### config.mk
export PLATFORM = sky130hd
export DESIGN_NAME = serial_shift_sequencer
export DESIGN_NICKNAME = d
export VERILOG_FILES = /design/src/rtl/serial_shift_sequencer_pkg.sv /design/src/rtl/serial_shift_sequencer_shift_register.sv /design/src/rtl/serial_shift_sequencer.sv
export SDC_FILE = /design/constraint.sdc
export NUM_CORES = 1
export LEC_CHECK = 0
export CAP_MARGIN = 30
export CORE_MARGIN = 1
export CORE_UTILIZATION = 46
export DETAILED_ROUTE_END_ITERATION = 7
export PLACE_DENSITY = 0.7
export REMOVE_ABC_BUFFERS = 1
export SLEW_MARGIN = 20
export SYNTH_ARGS = -nofsm -noshare
export SYNTH_HDL_FRONTEND = slang
export SYNTH_SLANG_ARGS = --single-unit
### constraint.sdc
create_clock -name CLK -period 1.6 [get_ports CLK]
set_input_delay 0.16 -clock CLK [delete_from_list [all_inputs] [get_ports CLK]]
set_output_delay 0.16 -clock CLK [all_outputs]
set_load 0.02 [all_outputs]
### src/rtl/serial_shift_sequencer_pkg.sv
// Shared types and constants for the serial shift sequencer and its shift register.
package serial_shift_sequencer_pkg;

   typedef enum logic {
      SEQ_IDLE  = 1'b0,
      SEQ_SHIFT = 1'b1
   } seq_state_t;

   localparam int SEQ_WORD_BITS = 4;
   localparam int SEQ_TICK_W    = 8;

endpackage

### src/rtl/serial_shift_sequencer_shift_register.sv
// 4-bit left shift register: parallel load has priority, MSB is the serial output.
module shift_register
   import serial_shift_sequencer_pkg::*;
(
   input  logic                     CLK,
   input  logic                     Reset,
   input  logic [SEQ_WORD_BITS-1:0] Parallel_In,
   input  logic                     Load,
   input  logic                     Shift_Enable,
   input  logic                     Shift_In,
   output logic                     Shift_Out
);

   logic [SEQ_WORD_BITS-1:0] r_data;

   always_ff @(posedge CLK) begin
      if (Reset) begin
         r_data <= '0;
      end else if (Load) begin
         r_data <= Parallel_In;
      end else if (Shift_Enable) begin
         r_data <= {r_data[SEQ_WORD_BITS-2:0], Shift_In};
      end
   end

   assign Shift_Out = r_data[SEQ_WORD_BITS-1];

endmodule

### src/rtl/serial_shift_sequencer.sv
// Serializes 4-bit words MSB first through shift_register, holding each bit
// BIT_CYCLES clocks, with valid/ready intake, pause and per-frame done pulse.
//
// state     | meaning
// SEQ_IDLE  | no frame; In_Ready high, a valid word is loaded and starts a frame
// SEQ_SHIFT | frame in progress; bit held for BIT_CYCLES unpaused cycles each
module serial_shift_sequencer
   import serial_shift_sequencer_pkg::*;
#(
   parameter int unsigned BIT_CYCLES = 1,
   parameter logic        FILL_BIT   = 1'b0
) (
   input  logic                     CLK,
   input  logic                     Reset,
   input  logic [SEQ_WORD_BITS-1:0] Data_In,
   input  logic                     In_Valid,
   output logic                     In_Ready,
   input  logic                     Pause,
   output logic                     Serial_Out,
   output logic                     Serial_Valid,
   output logic                     Busy,
   output logic                     Done
);

   localparam logic [SEQ_TICK_W-1:0] LP_TICK_LAST = SEQ_TICK_W'(BIT_CYCLES - 1);

   seq_state_t            r_state;
   seq_state_t            w_next_state;
   logic [1:0]            r_bit_cnt;
   logic [SEQ_TICK_W-1:0] r_tick_cnt;

   logic w_active;
   logic w_eob;
   logic w_last;
   logic w_in_ready;
   logic w_load;
   logic w_shift_en;
   logic w_done;
   logic w_shift_out;

   // Everything is gated by Reset so outputs are quiet during the reset cycle itself.
   assign w_active = !Reset && (r_state == SEQ_SHIFT);
   assign w_eob    = w_active && !Pause && (r_tick_cnt == LP_TICK_LAST);
   assign w_last   = w_eob && (r_bit_cnt == 2'd3);

   always_ff @(posedge CLK) begin
      if (Reset) begin
         r_state <= SEQ_IDLE;
      end else begin
         r_state <= w_next_state;
      end
   end

   always_comb begin
      w_next_state = r_state;
      case (r_state)
         SEQ_IDLE:  if (w_load) w_next_state = SEQ_SHIFT;
         SEQ_SHIFT: if (w_last && !In_Valid) w_next_state = SEQ_IDLE;
         default:   w_next_state = SEQ_IDLE;
      endcase
   end

   always_comb begin
      w_in_ready = 1'b0;
      w_shift_en = 1'b0;
      w_done     = 1'b0;
      if (!Reset) begin
         case (r_state)
            SEQ_IDLE: w_in_ready = 1'b1;
            SEQ_SHIFT: begin
               w_in_ready = w_last;
               w_done     = w_last;
               w_shift_en = w_eob && !w_last;
            end
            default: ;
         endcase
      end
      w_load = w_in_ready && In_Valid;
   end

   always_ff @(posedge CLK) begin
      if (Reset || w_load || (w_last && !In_Valid)) begin
         r_bit_cnt  <= '0;
         r_tick_cnt <= '0;
      end else if (w_shift_en) begin
         r_bit_cnt  <= r_bit_cnt + 2'd1;
         r_tick_cnt <= '0;
      end else if (w_active && !Pause) begin
         r_tick_cnt <= r_tick_cnt + 1'b1;
      end
   end

   shift_register u_shift_register (
      .CLK          (CLK),
      .Reset        (Reset),
      .Parallel_In  (Data_In),
      .Load         (w_load),
      .Shift_Enable (w_shift_en),
      .Shift_In     (FILL_BIT),
      .Shift_Out    (w_shift_out)
   );

   assign In_Ready     = w_in_ready;
   assign Serial_Valid = w_active;
   assign Busy         = w_active;
   assign Serial_Out   = w_shift_out & w_active;
   assign Done         = w_done;

endmodule
==> results of run 1 <==
## timing repair
item | 4_1_cts | 5_1_grt
hold buffers | 0 | 0
setup endpoints to repair | 5 | 14
resized for setup | 13 | 7
buffers inserted | 0 | 1
pin swaps | 1 | 5
## worst min-delay path by stage
stage | end | slack, ns | from | cells past startpoint
4_1_cts | r_bit_cnt[1] | 0.48 | r_bit_cnt[1] | 2
6_report | r_bit_cnt[1] | 0.48 | r_bit_cnt[1] | 2
3_3_place_gp | r_bit_cnt[1] | 0.44 | r_bit_cnt[1] | 2
3_5_place_dp | r_bit_cnt[1] | 0.47 | r_bit_cnt[1] | 2
5_1_grt | r_bit_cnt[0] | 0.50 | r_bit_cnt[0] | 2
2_1_floorplan | r_state | 0.23 | Reset | 1
## power groups by stage
stage / sequential (mW) / clock, mW / combinational, mW
CTS: 0.388 / 0.222 / 0.103
detailed placement: 0.396 / 0 / 0.107
global route: 0.389 / 0.244 / 0.116
global placement: 0.396 / 0 / 0.106
finish: 0.388 / 0.220 / 0.107
floorplan: 0.396 / 0 / 0.0502
## layer usage
layer  part of all wire  GRT usage  up-vias
li1                   -          -      375
met1               0.52      0.278      324
met2               0.43      0.262       16
met3              0.036     0.0367        4
met4              0.013     0.0909        0
met5                  0          0        -
## logic make-up after synthesis
kind of cell / Yosys count
compound gates: 13
xor+xnor: 7
fa+ha+maj: 3
buf+inv: 7
flops: 15
mux: 3
simple gates: 43
## layout by cell type, fill, tap and decap left out, drive strengths merged, types with 3 or more instances in the layout
cell type	instances
mux2i	3
nor2	14
dfxtp	15
clkbuf	4
inv	4
a21oi	6
nand2	9
dlygate4sd2	3
clkdlybuf4s50	7
o31ai	3
xor2	5
buf	18
ha	3
## synth_stat cells (all sizes together) (2+ instances only)
master  instances  area, sq um
mux2i           3         30.0
nor2           14         52.6
nand3           2         10.0
inv             4         15.0
xor2            5         43.8
nand2           9         33.8
ha              3         37.5
o31ai           3         22.5
nor4            2         27.5
a21oi           6         30.0
xnor2           2         17.5
and2            2         12.5
or2             2         12.5
nor3b           2         26.3
buf             2         18.8
dfxtp          15          300
and4bb          2         25.0
## worst reg2reg max path: cells and delay by family (launching register included)
kind,cells,cell delay (ns)
AOI/OAI and AO/OA,2,0.27
DFF,1,0.35
buffers and inverters,2,0.35
and+or+nand+nor,2,0.48
## per-stage QoR
step / total power [mW] / setup slack, ns / instance area [sq um] / instances / hold slack [ns]
after CTS: 0.713 / 0.00313 / 1080 / 143 / 0.480
after global routing: 0.749 / -0.0656 / 1100 / 144 / 0.498
final: 0.715 / 0.0354 / 1100 / 144 / 0.481
after global placement: 0.502 / -0.281 / 1060 / 139 / 0.445
after detailed placement: 0.503 / -0.296 / 1060 / 139 / 0.467
after floorplan: 0.446 / 0.147 / 802 / 88 / 0.232
## cell type report
cell class              instances  area (sq um)  area share
clock buffers                   4          26.3      0.0238
inverters                       4          15.0      0.0136
multi-input cells              69           500       0.453
flip-flops and latches         15           304       0.275
well taps                      24          30.0      0.0272
repair buffers                 28           229       0.207
## state kept, by name (all words and copies together) (netlist names)
name and cells:
u_shift_register.r_data 4, r_state 1, r_bit_cnt 2, r_tick_cnt 8
==> impl_results.md, run 1 <==
- TritonCTS buffer count: 3
- Fin util: 0.693
- Post-DP HPWL: 1280 microns
- Worst path slowest cell: dfxtp_2
- CTS max path bufs: 2
- Synthesis Warnings: 0
- Net Sw Frac: 0.249
- Die height: 44.3 microns
- Number of global-route vias before repair: 616
- Rel. slew slack: 0.760
- Reg2Reg Depth: 6
- Buf/Inv on CP: 2
- Largest net degree at the start of global routing: 9
- Seq pwr share: 0.542
- Final wirelength: 1640 microns
- P_int: 537 uW
- Crit Path Category: flop to output port
- CP arrival: 1.40 ns
- DRC viols: 0
- Final period util: 0.978
- R2R Setup Slk: 0.06 ns
- Port Buffers: 12
- Post-Synth XOR/XNOR Area: 0.0744
- Min-Delay Path Class: flop to flop
- DRT iter0 DRCs: 10
- Cell count after synthesis: 91
- H-tree levels: 1
- Setup TNS: 0 ns
- Max Slew Vio Count: 0
- Synth Area in Simple Gates: 0.320
- Clock Sinks: 15
- CP required: 1.44 ns
- Root Driver: clkbuf_4
- Fillers: 132
- GPL Wtd Cong: 0.790
- Clk slew on worst S/H paths: 0.09 ns
- Worst slew pin tran: 0.357 ns
- Via/cell ratio: 4.99
- Final hold vios: 0
- Initial Utilization: 0.517
- Synth Area in Adders: 0.0455
- Sequential element share of the synthesized area: 0.364
- Crit path cell chain: inv_1 -> ha_2 -> and2_4 -> and4_2 -> buf_2
- Rows: 14
- Comb pwr share: 0.150
- Beginning of the critical path: r_tick_cnt[1]
- Initial antenna violation count: 0
- R2R Path Start: r_tick_cnt[5]
- Status: finished, final reports clean
- GRT Overall Usage: 0.189
- RSZ-0062 raised after global routing: yes
- Antenna Nets Post-Route: 0
- Peak VDD IR: 336 uV
- Slowest stage delay, CP: 0.32 ns
- Clk_skew: 0.00603 ns
- Netlist Area Pre-Place: 825 sq um
- Sw Pwr: 178 uW
- Max Clk Rate: 0.639 GHz
- Synth async-reset ratio: 0
- Drt wl/cell: 11.4 microns
- Static Leak: 0.475 nW
- Max Cap Viol: 0
- Die area: 1970 sq um
- Area growth syn-to-layout: 34.0%
- Crit path max-delay family: simple AND/OR/NAND/NOR gates
- Io pins: 13
- Die width: 44.3 microns
- Power density cells: 647 nW/um^2
- Share of cells above drive strength 1: 0.275
- Routed vias: 719
- Critical Path End: Done
- Congestion Overflow GR: 0
- Post-synthesis compound-gate area fraction: 0.114
- Worst skew pair latency: 0.28 ns
- Reg2reg end: u_shift_register.r_data[0]
- Placeable Area: 1590 sq um
- First-pass GRT wire length: 2710 microns
- Post-synth top flop: dfxtp_1
- Yosys reg bits: 15
- Post-layout min period: 1.56 ns
- Number of synthesized flops with an enable pin: 0
- Worst path depth: 5
- Clock network power share: 0.308
- Pre-Repair DR Iteration Count: 4
- Post-synthesis mux area share: 0.0364
- Type of origin of the critical path: flop
- Largest family of logic cells by synthesized area: simple AND/OR/NAND/NOR gates
- Final nets: 132
- Synth cell types: 34
- CP max FO: 2
- Number of setup violations in the final report: 0
- CTS tree: done
- ANT cells: 0
- Average cell area after synthesis: 9.06 sq um
- Crit. End Element: output port
Power figures use the tool's default switching activity.
==> run 2, diff against run 1 <==
- PLACE_DENSITY: 0.7 -> 0.71
- SYNTH_HIERARCHICAL: default -> 1
- TNS_END_PERCENT: default -> 5
==> run 2 against run 1 <==
Effect of this change: the run now ends with setup timing left; worst hold slack lost 0.0054 ns; critical endpoint is now u_shift_register/r_data[2]; cell area shrank 1.2%; combinational power is 14% higher; routed wire length up 19%; die area is 5.4% lower; count of clock-buffer cells in the layout unchanged; sequential power increased by 1%; global-route usage rose by 2.1 points; critical path depth increased by 4; cell count is 7.6% lower; via count down 2.2%; critical path type is now flop to flop; synthesized cell count decreased by 4.4%.
==> impl_results.md, run 2 <==
- Status: complete, but fails checks
- Failing checks: setup timing
- Post-Synth XOR/XNOR Area: 0.0788 (+0.00442)
- CP required: 1.78 ns (+0.34 ns)
- DRC viols: 0 (unchanged)
- R2R Path Start: r_tick_cnt[1]
- Reg2Reg Depth: 9 (+3)
- Fillers: 126 (-4.5%)
- Seq pwr share: 0.533 (-0.009)
- Total power: 735 uW (+2.8%)
- Net Sw Frac: 0.256 (+0.00658)
- Congestion Overflow GR: 0 (unchanged)
- Cell total after placement: 128 (-7.9%)
- Final hold vios: 0 (unchanged)
- Max Cap Viol: 0 (unchanged)
- CTS tree: done
- Most common cell after layout, fill and taps aside: buf_4
- GRT Overall Usage: 0.210 (+0.0213)
- Crit. End Element: flop
- Post-synthesis compound-gate area fraction: 0.0949 (-0.0190)
- Top reg by flops: r_tick_cnt
- Setup ws final: -0.335 ns (-0.370 ns)
- Min-Delay Path Depth: 2 (unchanged)
- Sequential element share of the synthesized area: 0.386 (+0.0217)
- Type of origin of the critical path: flop
- Setup TNS: -1.35 ns (-1.35 ns)
- Root Driver: clkbuf_4
- Reg2reg end: u_shift_register/r_data[2]
- Fin util: 0.708 (+0.0147)
- Drt wl/cell: 14.7 microns (+29%)
- Most frequent cell after synthesis: dfxtp_1
- Hold endpoint: r_bit_cnt[1]
- Io pins: 13 (unchanged)
- First-pass GRT wire length: 2820 microns (+3.8%)
- Synthesis Warnings: 6 (+6)
- Die height: 43.1 microns (-2.7%)
- R2R Setup Slk: -0.33 ns (-0.39 ns)
- Port Buffers: 12 (unchanged)
- Min-Delay Path Class: flop to flop
- Initial Utilization: 0.505 (-0.0124)
- Largest net degree at the start of global routing: 11 (+2)
- Largest family of logic cells by synthesized area: simple AND/OR/NAND/NOR gates
- Top cells by count, synth: dfxtp_1 (15), nor2_1 (10), xor2_1 (6)
- Number of synthesized flops with an enable pin: 0 (unchanged)
- Final period util: 1.21 (+0.231)
- Die width: 43.1 microns (-2.7%)
- Clock network power share: 0.301 (-0.007)
- Final wirelength: 1950 microns (+19%)
- Netlist Area Pre-Place: 778 sq um (-5.6%)
- Synth Area in Simple Gates: 0.275 (-0.0453)
- RSZ-0062 raised after global routing: yes
- Clock Sinks: 15 (unchanged)
- Dpl cell area: 1020 sq um (-4.5%)
- Clk slew on worst S/H paths: 0.09 ns (about the same)
- H-tree levels: 1 (unchanged)
- Share of cells above drive strength 1: 0.350 (+0.0754)
- Top flop regs: r_tick_cnt: 8 flops, u_shift_register/r_data: 4 flops, r_bit_cnt: 2 flops
- Area growth syn-to-layout: 40.2%
- Worst skew pair latency: 0.29 ns (about the same)
- Post-DP HPWL: 1190 microns (-6.9%)
- Max Slew Vio Count: 0 (unchanged)
- Pre-CTS setup slack: -0.442 ns (-0.146 ns)
- Comb pwr share: 0.166 (+0.016)
- TritonCTS buffer count: 3 (unchanged)
- Yosys reg bits: 15 (unchanged)
- Yosys top cell by area: dfxtp_1
- Static Leak: 0.482 nW (+1.4%)
- Rows: 14 (unchanged)
- Post-synth top area share: 0.386 (+0.0217)
- Peak VDD IR: 634 uV (+89%)
- GPL Wtd Cong: 0.808 (+2.3%)
- Number of global-route vias before repair: 639 (+3.7%)
- ANT cells: 0 (unchanged)
- Synth Area in Adders: 0.0482 (+0.00271)
- Die area: 1860 sq um (-5.4%)
- CP arrival: 2.11 ns (+0.71 ns)
- Max Clk Rate: 0.517 GHz (-19%)
- Placeable Area: 1540 sq um (-3.3%)
- Antenna Nets Post-Route: 0 (unchanged)
- Post-layout min period: 1.93 ns (+0.370 ns)
- Max reg flops: 8 (unchanged)
- Pre-Repair DR Iteration Count: 4 (unchanged)
- Top post-synthesis cells by area: dfxtp_1 (39%), xor2_1 (6.8%), mux2i_1 (5.1%), ha_1 (4.8%), nor2_1 (4.8%)
- Synth async-reset ratio: 0 (unchanged)
- Sw Pwr: 188 uW (+5.5%)
- Min-delay src: r_bit_cnt[1]
- Crit Path Category: flop to flop
- P_int: 547 uW (+1.9%)
- Clk_skew: 0.00251 ns (-0.00353 ns)
- CP max FO: 4 (+2)
- Routed vias: 703 (-2.2%)
- Initial antenna violation count: 0 (unchanged)
- Non-Filler Instances: 133 (-7.6%)
- Final Cell Area: 1090 sq um (-1.2%)
- CTS max path bufs: 2 (unchanged)
- Hold_ws: 0.475 ns (-0.00538 ns)
- DRT iter0 DRCs: 12 (+2)
- Synth cell types: 30 (-12%)
- Number of setup violations in the final report: 6 (+6)
- Average cell area after synthesis: 8.95 sq um (-1.3%)
- Via/cell ratio: 5.29 (+5.9%)
- Post-synth top flop: dfxtp_1
- Commonest cells after routing, fill and taps aside: buf_4 (18), dfxtp_1 (14), nor2_1 (10)
- Cell count after synthesis: 87 (-4.4%)
- Power density cells: 674 nW/um^2 (+4.1%)
- Final nets: 129 (-2.3%)
- Post-synthesis mux area share: 0.0514 (+0.0150)
==> run 2: cell count changes in the layout (fill, tap and decap cells not counted), moves of 3 or more <==
cell and delta:
nand2_1 -6, a211oi_1 +4, nor2_1 -4, nor2b_1 +4
a21oi_1 -3, clkbuf_2 +3, dlygate4sd2_1 -3
==> run 2: worst max-delay path by stage <==
stage / start / to / slack, ns / cells after the start
after floorplan: r_state / u_shift_register/r_data[0] / -0.21 / 5
after global placement: Reset / In_Ready / -0.39 / 6
after detailed placement: Reset / In_Ready / -0.44 / 6
after CTS: r_tick_cnt[1] / In_Ready / -0.22 / 7
after global routing: r_tick_cnt[1] / In_Ready / -0.32 / 7
final: r_tick_cnt[1] / u_shift_register/r_data[2] / -0.33 / 9
==> run 2: layout make-up <==
| type | count | area [sq um] | share of cell area |
|---|---|---|---|
| multi-input cells | 63 | 482 | 0.442 |
| repair buffers | 30 | 243 | 0.222 |
| well taps | 16 | 20.0 | 0.0183 |
| inverters | 5 | 18.8 | 0.0172 |
| flip-flops and latches | 15 | 302 | 0.276 |
| clock buffers | 4 | 26.3 | 0.0241 |
==> run 2: routing by layer <==
layer,global-route usage,share of wire,up-vias
met4,0.0727,0.017,0
met3,0.0766,0.048,4
met2,0.313,0.51,17
met1,0.277,0.43,328
met5,0,0,-
li1,-,-,354
==> run 2: cells by family after synthesis <==
kind of cell	Yosys count
muxes	4
other	1
adders and majority gates	3
buffers and inverters	9
DFF	15
AOI/OAI and AO/OA	11
xor gates and xnor gates	7
and+or+nand+nor	37
==> run 2: worst max-delay path, cell delays in order, from the launching register on <==
cell and delay [ns]:
dfxtp_2 0.34, inv_2 0.07, ha_4 0.12, nor4b_4 0.26, and3_4 0.26, buf_4 0.12
nor2b_4 0.15, buf_6 0.12, mux2i_1 0.07, a211oi_1 0.32
==> run 2: power groups by stage <==
stage / Clock (mW) / Sequential [mW] / Combinational, mW
detailed placement: 0 / 0.400 / 0.111
global route: 0.252 / 0.393 / 0.132
finish: 0.221 / 0.392 / 0.122
floorplan: 0 / 0.399 / 0.0534
CTS: 0.229 / 0.391 / 0.112
global placement: 0 / 0.400 / 0.110
==> run 2: repair_timing <==
action / CTS / global route
hold buffers: 0 / 0
setup buffers: 1 / 0
setup endpoints to repair: 9 / 18
pin swaps: 2 / 4
gates resized for setup: 17 / 18
==> run 3, diff against run 2 <==
- CTS_CLUSTER_DIAMETER: default -> 60
==> results of run 3 <==
Final layout, timing and power as in run 2 (identical DEF).
